$ cat config.mk
export PLATFORM = sky130hd
export DESIGN_NAME = tick_gen
export DESIGN_NICKNAME = d
export VERILOG_FILES = /design/src/rtl/tick_gen_pkg.sv /design/src/rtl/tick_chan.sv /design/src/rtl/tick_gen.sv
export SDC_FILE = /design/constraint.sdc
export NUM_CORES = 1
export LEC_CHECK = 0
export BUFFER_PORTS_ARGS = -buffer_cell sky130_fd_sc_hd__buf_4
export CAP_MARGIN = 20
export CORE_MARGIN = 3
export CORE_UTILIZATION = 45
export DETAILED_ROUTE_END_ITERATION = 12
export PLACE_DENSITY = 0.62
export SLEW_MARGIN = 20
export SYNTH_ARGS = -nofsm -noshare
export SYNTH_HDL_FRONTEND = slang
export SYNTH_SLANG_ARGS = --single-unit
export TNS_END_PERCENT = 30
$ cat constraint.sdc
create_clock -name clk -period 25.1 [get_ports clk]
set_input_delay 1.255 -clock clk [delete_from_list [all_inputs] [get_ports clk]]
set_output_delay 1.255 -clock clk [all_outputs]
set_load 0.05 [all_outputs]
$ cat src/rtl/tick_gen_pkg.sv
// Shared types and board divisor constants for the tick generator.
// Divisors assume a 100 MHz system clock; the period of a channel is D+1 cycles.
package tick_gen_pkg;

    localparam int CNT_W_DEF = 28;

    typedef logic [CNT_W_DEF-1:0] div_t;

    localparam div_t DIV_1HZ  = 28'd99_999_999;
    localparam div_t DIV_10HZ = 28'd9_999_999;
    localparam div_t DIV_20HZ = 28'd4_999_999;
    localparam div_t DIV_40HZ = 28'd2_499_999;
    localparam div_t DIV_SCAN = 28'd2_499;

endpackage

$ cat src/rtl/tick_chan.sv
// One tick channel: wrap counter, shadow divisor with pending flag, optional square wave.
// The square-wave flop exists only when TICK_GEN_SQUARE_EN is defined; otherwise sq is tied low.
module tick_chan
    import tick_gen_pkg::*;
#(
    parameter int               CNT_W   = CNT_W_DEF,
    parameter logic [CNT_W-1:0] DIV_RST = '0
) (
    input  logic             clk,
    input  logic             rst,
    input  logic             en,
    input  logic             load_now,
    input  logic             load_defer,
    input  logic [CNT_W-1:0] cfg_div,
    output logic             tick,
    output logic             sq,
    output logic             pend
);

    logic [CNT_W-1:0] cnt;
    logic [CNT_W-1:0] div;
    logic [CNT_W-1:0] shadow;
    logic             wrap;

    assign wrap = en && (cnt == div);

    // An immediate load overrides counting but the wrap tick of that cycle still fires.
    always_ff @(posedge clk or posedge rst) begin
        if (rst) begin
            cnt    <= '0;
            div    <= DIV_RST;
            shadow <= '0;
            pend   <= 1'b0;
            tick   <= 1'b0;
        end else begin
            tick <= wrap;
            if (load_now) begin
                div  <= cfg_div;
                cnt  <= '0;
                pend <= 1'b0;
            end else begin
                if (wrap) begin
                    cnt <= '0;
                end else if (en) begin
                    cnt <= cnt + 1'b1;
                end
                if (load_defer) begin
                    shadow <= cfg_div;
                    pend   <= 1'b1;
                end else if (wrap && pend) begin
                    div  <= shadow;
                    pend <= 1'b0;
                end
            end
        end
    end

`ifdef TICK_GEN_SQUARE_EN
    // Toggling on the same edge that registers tick gives an exact 50 % duty cycle.
    always_ff @(posedge clk or posedge rst) begin
        if (rst) begin
            sq <= 1'b0;
        end else if (wrap) begin
            sq <= ~sq;
        end
    end
`else
    assign sq = 1'b0;
`endif

endmodule

$ cat src/rtl/tick_gen.sv
// Multi-channel synchronous tick generator with a valid/ready divisor config port.
// Define TICK_GEN_SQUARE_EN to build the per-channel 50 % square-wave outputs.
module tick_gen
    import tick_gen_pkg::*;
#(
    parameter int                        CHANNELS = 6,
    parameter int                        CNT_W    = CNT_W_DEF,
    parameter logic [CHANNELS*CNT_W-1:0] DIV_INIT = {CHANNELS{CNT_W'(DIV_1HZ)}},
    localparam int                       CH_W     = (CHANNELS > 1) ? $clog2(CHANNELS) : 1
) (
    input  logic                clk,
    input  logic                rst,
    input  logic                en,
    input  logic                cfg_valid,
    output logic                cfg_ready,
    input  logic [CH_W-1:0]     cfg_chan,
    input  logic [CNT_W-1:0]    cfg_div,
    input  logic                cfg_now,
    output logic [CHANNELS-1:0] tick,
    output logic [CHANNELS-1:0] sq
);

    logic [CHANNELS-1:0]    pend;
    logic [(1<<CH_W)-1:0]   pend_pad;
    logic                   accept;

    // Unused channel codes read as never-pending, so out-of-range requests are taken and dropped.
    always_comb begin
        pend_pad                 = '0;
        pend_pad[CHANNELS-1:0]   = pend;
    end

    assign cfg_ready = !pend_pad[cfg_chan];
    assign accept    = cfg_valid && cfg_ready;

    for (genvar i = 0; i < CHANNELS; i++) begin : g_chan
        logic sel;
        assign sel = accept && (cfg_chan == CH_W'(i));

        tick_chan #(
            .CNT_W   (CNT_W),
            .DIV_RST (DIV_INIT[i*CNT_W +: CNT_W])
        ) u_chan (
            .clk        (clk),
            .rst        (rst),
            .en         (en),
            .load_now   (sel && cfg_now),
            .load_defer (sel && !cfg_now),
            .cfg_div    (cfg_div),
            .tick       (tick[i]),
            .sq         (sq[i]),
            .pend       (pend[i])
        );
    end

endmodule

Word level (Yosys, flattened, before mapping)

Index checks and enable logic that the tools add are counted.
W data, S select, Z words.

Output and inout port bits: 13
Input bits: 36
Register bits: 516

Reduce and logical (&&, ||, !) cells: 64
Eq/ne operators: 17
$add $sub $neg: 6
Order comparisons: 1
Bitwise logic cells: 6
Mux-type cells: 56

Operators with widths:

| operator                | number |
|---|---|
| $mux W28                | 36 |
| $add A28 B1 Y28 const B | 6 |
| $eq A28 B28 Y1          | 6 |
| $reduce_bool A3 Y1      | 12 |
| $logic_and A1 B1 Y1     | 31 |
| $reduce_and A2 Y1       | 12 |
| $mux W1                 | 19 |
| $ne A2 B1 Y1 const B    | 6 |
| $reduce_bool A2 Y1      | 6 |
| $eq A3 B2 Y1 const B    | 2 |
| $eq A3 B3 Y1 const B    | 2 |
| $not A1 Y1              | 6 |
| $lt A3 B4 Y1 const B    | 1 |
| $bmux W1 S3             | 1 |
| $eq A3 B1 Y1 const B    | 1 |
| $logic_not A3 Y1        | 1 |
| $logic_not A1 Y1        | 2 |

Longest topological paths before layout

Depth after elaboration: 8
Depth in mapped cells: 9
Mapped depth without buffers: 7

Hierarchy

Synthesis repeated with hierarchy kept, for this count alone.

Cell total of the unflattened synthesis: 2476
Area total of the unflattened synthesis: 27906.8 sq um

Modules (own cells, without submodules):

| module                            | cells each | area an instance (sq um) | instances |
|---|---|---|---|
| tick_chan at g_chan[0].u_chan ... | 399        | 4629.4                   | 5 |
| tick_chan at g_chan[5].u_chan     | 455        | 4564.4                   | 1 |
| tick_gen                          | 26         | 195.2                    | 1 |

Worst setup path before layout

OpenSTA, ideal clock, no wires.

Path kind: input-to-output
From: input port cfg_chan[0]
To: output port cfg_ready
Data arrival time: 2585 ps
Data required time: 23845 ps
Slack: 21260 ps
Cell stages on the path: 4
Cell sequence: buf_2 > mux2i_1 > nor3_1 > a21oi_1

Longest elaborated chain between the ends: 3

Ends and longest elaborated chain:

| what                          | RTL line       | text |
|---|---|---|
| start: declaration            | tick_gen.sv:16 | `input logic [CH_W-1:0] cfg_chan,` |
| $bmux W1 S3                   | tick_gen.sv:33 | `assign cfg_ready = !pend_pad[cfg_chan];` |
| $mux W1 (not written as such) | tick_gen.sv:33 |  |
| $logic_not A1 Y1              | tick_gen.sv:33 |  |
| end: declaration              | tick_gen.sv:15 | `output logic cfg_ready,` |

No other way between the ends. The select of a mux whose other input is x is not followed.

Worst setup path in the final report

Same ends and word-level chain as after synthesis.

==> results.txt <==
----------------------------------------------------
[Clock network]
  Clock tree from TritonCTS ... built
  Worst skew pair latency ... 0.62 ns
  Count of hold-fix buffers inserted at cts ... 0
  H-tree depth ... 2
  Number of post-CTS setup repair buffers ... 0
  Max clock buf depth ... 3
  CTS buffer count ... 55
  Post-CTS Resized ... 0
  Clock net sink count ... 516
  Root buffer cell ... sky130_fd_sc_hd__clkbuf_16
  Clock transition at the registers of the reported paths ... 0.06 ns

[Cells and area]
  Share of cells above drive strength 1 ... 18.7%
  Most used cells in the layout excluding fill and tap cells ... sky130_fd_sc_hd__dfrtp_1, sky130_fd_sc_hd__nand2_1, sky130_fd_sc_hd__nand3_1
  Utilization after layout ... 50.7%
  Filler Cell Count ... 5082
  Post-Layout Cell Count ... 3319
  Number of nets in the layout ... 2558
  Most common cell after layout, fill and taps aside ... sky130_fd_sc_hd__dfrtp_1
  Area overhead of the layout relative to synthesis ... 10.5%

[Timing]
  Unrepaired setup endpoints after global routing ... no
  Final critical delay including setup and external delays ... 3.91 ns
  Worst-case clock skew ... 0.0205 ns
  Period utilization ... 15.6%
  Number of failing setup endpoints in the final timing report ... 0
  Top achievable clock speed ... 256 MHz
  Setup tns final ... 0 ns
  Worst-case setup margin in the final layout ... 21.19 ns
  Final count of pins violating max slew ... 0
  Tightest Pin Transition ... 1.08 ns
  Final hold violations ... 0
  Relative slew slack ... 27.7%

[Critical path]
  Family of cells with the greatest summed delay on the critical path ... multiplexers
  Data required time of the worst path ... 23.84 ns
  Category of the critical setup timing path ... input port to output pin
  Worst-path cell chain ... buf_4 > mux4_2 > a21oi_1 > buf_4
  Worst setup EP type ... output pin
  Crit path buf inv count ... 2
  Largest stage delay on the critical path ... 0.53 ns
  Arrival @ worst endpoint ... 2.66 ns
  Library cell contributing the largest single delay on the critical path ... sky130_fd_sc_hd__mux4_2
  Worst-path fanout max ... 11
  Worst path most repeated cell ... sky130_fd_sc_hd__buf_4
  Crit start category ... input port

[Global routing]
  Vias in the first global route ... 18740
  GRT Residual Overflow ... 0
  Largest net degree at the start of global routing ... 172
  Global-route met3 utilization ... 3.10%
  Met2 capacity usage during global routing ... 36.2%
  Highest-utilization routing layer at the global route stage ... met2
  Antenna violations before repair ... 2
  All-Layer GR Usage ... 23.2%
  Global-route track usage on met1 ... 33.2%
  Wire length of the first global-routing pass ... 111 mm

[Status]
  Outcome ... finished, final reports clean

[Power]
  Areal power density over the cells ... 82.0 nW/um^2
  Lkg Pwr ... 0.0126 uW
  Maximum vdd drop ... 51.5 uV

[Floorplan]
  Die height ... 247 um
  Total number of placement rows ... 87
  Boundary pin count ... 49
  Overall die area ... 61000 um^2
  Starting density of the core ... 45.9%
  Placeable core area ... 56900 um^2
  Die Wd ... 247 um

[Placement]
  Minimum setup slack after placement ... 20.86 ns
  HPWL reported at the end of detailed placement ... 44.8 mm
  Gp weighted congestion ... 0.898
  Post-Place Cells ... 3215
  Quantity of I/O buffers inserted on ports ... 42

[Job]
  Maximum Capacitance Violations ... 0

[Synth]
  Count of synthesis-stage warnings from yosys ... 0
  Cell area after synthesis ... 26100 um^2
  Number of library cell types mapped by synthesis ... 73
  Mean area per synthesized cell ... 10.2 um^2
  Post-synthesis instance total ... 2569
  Fraction of registers with async set/reset ... 100%
  Number of flip-flops and latches in the synthesized netlist ... 516
  Number of enable flip-flop cells after synthesis ... 0
  Top flip-flop cell by instance count after synthesis ... sky130_fd_sc_hd__dfrtp_1
  Post-synthesis sequential area ratio ... 49.9%

[Route]
  Detail-routed net length per standard cell ... 21.3 um
  Overall routed net length ... 70.6 mm
  Residual antenna-violating net count after detailed routing ... 0
  Total via count in the routed design ... 19624
  Initial DRT Pass Iterations ... 5
  Count of routing violations after the opening detailed-route iteration ... 2037
  DRC violations left ... 0
  Via density ... 5.91

[Min path]
  Type of the most critical hold path ... flip-flop to flip-flop

----------------------------------------------------
## per-stage QoR
step / hold slack (ns) / instance area (um^2) / total power (uW)
final: 0.491 / 28900 / 2370
after global routing: 0.505 / 28900 / 2480
after CTS: 0.491 / 28900 / 2390
after detailed placement: 0.486 / 27000 / 1520
after global placement: 0.481 / 27000 / 1500
after floorplan: 0.471 / 26200 / 1400
## state kept, by name, indices dropped and copies added (netlist names)
name and flops:
g_chan.u_chan.shadow 168, g_chan.u_chan.pend 6, g_chan.u_chan.cnt 168, g_chan.u_chan.div 168, g_chan.u_chan.tick 6
## cells in the mapped netlist, types with 10 or more instances
cell type                   number  area share (%)
sky130_fd_sc_hd__buf_1          13            0.19
sky130_fd_sc_hd__xnor2_1        94             3.1
sky130_fd_sc_hd__a2bb2oi_1      10            0.33
sky130_fd_sc_hd__nand2_1       280             4.0
sky130_fd_sc_hd__o31ai_1        22            0.63
sky130_fd_sc_hd__nand3b_1       51             1.5
sky130_fd_sc_hd__nor4_1         41            0.98
sky130_fd_sc_hd__a22o_1         17            0.57
sky130_fd_sc_hd__nor2_1        148             2.1
sky130_fd_sc_hd__and3_1         39            0.93
sky130_fd_sc_hd__a221o_1        13            0.50
sky130_fd_sc_hd__nand4_1        63             1.5
sky130_fd_sc_hd__nand3_1       193             3.7
sky130_fd_sc_hd__or3_1          20            0.48
sky130_fd_sc_hd__inv_1          38            0.55
sky130_fd_sc_hd__dfstp_2       114              11
sky130_fd_sc_hd__xor2_1        126             4.2
sky130_fd_sc_hd__nor3_1         53             1.0
sky130_fd_sc_hd__mux2i_1       112             4.3
sky130_fd_sc_hd__and4_1         16            0.54
sky130_fd_sc_hd__mux2_2        169             7.3
sky130_fd_sc_hd__o21ai_1        20            0.38
sky130_fd_sc_hd__nor2b_1        20            0.48
sky130_fd_sc_hd__or4_1          13            0.37
sky130_fd_sc_hd__buf_2          13            0.25
sky130_fd_sc_hd__buf_4          12            0.34
sky130_fd_sc_hd__o21ai_0       125             2.4
sky130_fd_sc_hd__clkbuf_1      147             2.1
sky130_fd_sc_hd__a21oi_1        37            0.71
sky130_fd_sc_hd__o211ai_1       15            0.43
sky130_fd_sc_hd__a22oi_1        16            0.46
sky130_fd_sc_hd__dfrtp_1       402              38
## report_power, final
group	internal (uW)	switching (uW)	total [uW]
clock	518	345	863
combinational	175	179	354
sequential	1010	139	1150
## cell families after synthesis
family | share of synthesized area, %
flops | 49.9
simple gates | 18.6
compound gates | 8.60
xor+xnor | 7.37
buf+inv | 3.59
fa+ha+maj | 0.287
mux | 11.7
other cells | 0.0143
## routing by layer
layer / vias up / routed length [um]
met2: 629 / 32200
met5: - / 0
li1: 9001 / -
met1: 9879 / 31900
met3: 115 / 4260
met4: 0 / 2240
## worst paths after layout
kind,start,to,slack [ns],depth (start not counted)
hold / removal,g_chan[3].u_chan.cnt[27]$_DFFE_PP0P_,g_chan[3].u_chan.cnt[27]$_DFFE_PP0P_,0.49,1
max in group asynchronous,rst,g_chan[4].u_chan.shadow[15]$_DFFE_PP0P_,21.86,4
hold reg to reg,g_chan[3].u_chan.cnt[27]$_DFFE_PP0P_,g_chan[3].u_chan.cnt[27]$_DFFE_PP0P_,0.49,1
setup / recovery,cfg_chan[0],cfg_ready,21.19,4
min in group asynchronous,rst,g_chan[5].u_chan.shadow[23]$_DFFE_PP0P_,0.84,2
setup reg to reg,g_chan[4].u_chan.div[24]$_DFFE_PP1P_,g_chan[4].u_chan.div[14]$_DFFE_PP1P_,21.79,6
## cell type report
type | count | area, um^2 | area share [%]
Multi-Input combinational cell | 1830 | 12200 | 42.4
Inverter | 40 | 158 | 0.546
Timing Repair Buffer | 73 | 561 | 1.94
Tap cell | 756 | 946 | 3.27
Clock inverter | 18 | 255 | 0.884
Antenna cell | 2 | 5.00 | 0.0173
Sequential cell | 516 | 13100 | 45.2
Clock buffer | 84 | 1670 | 5.77
Power figures use the tool's default switching activity.
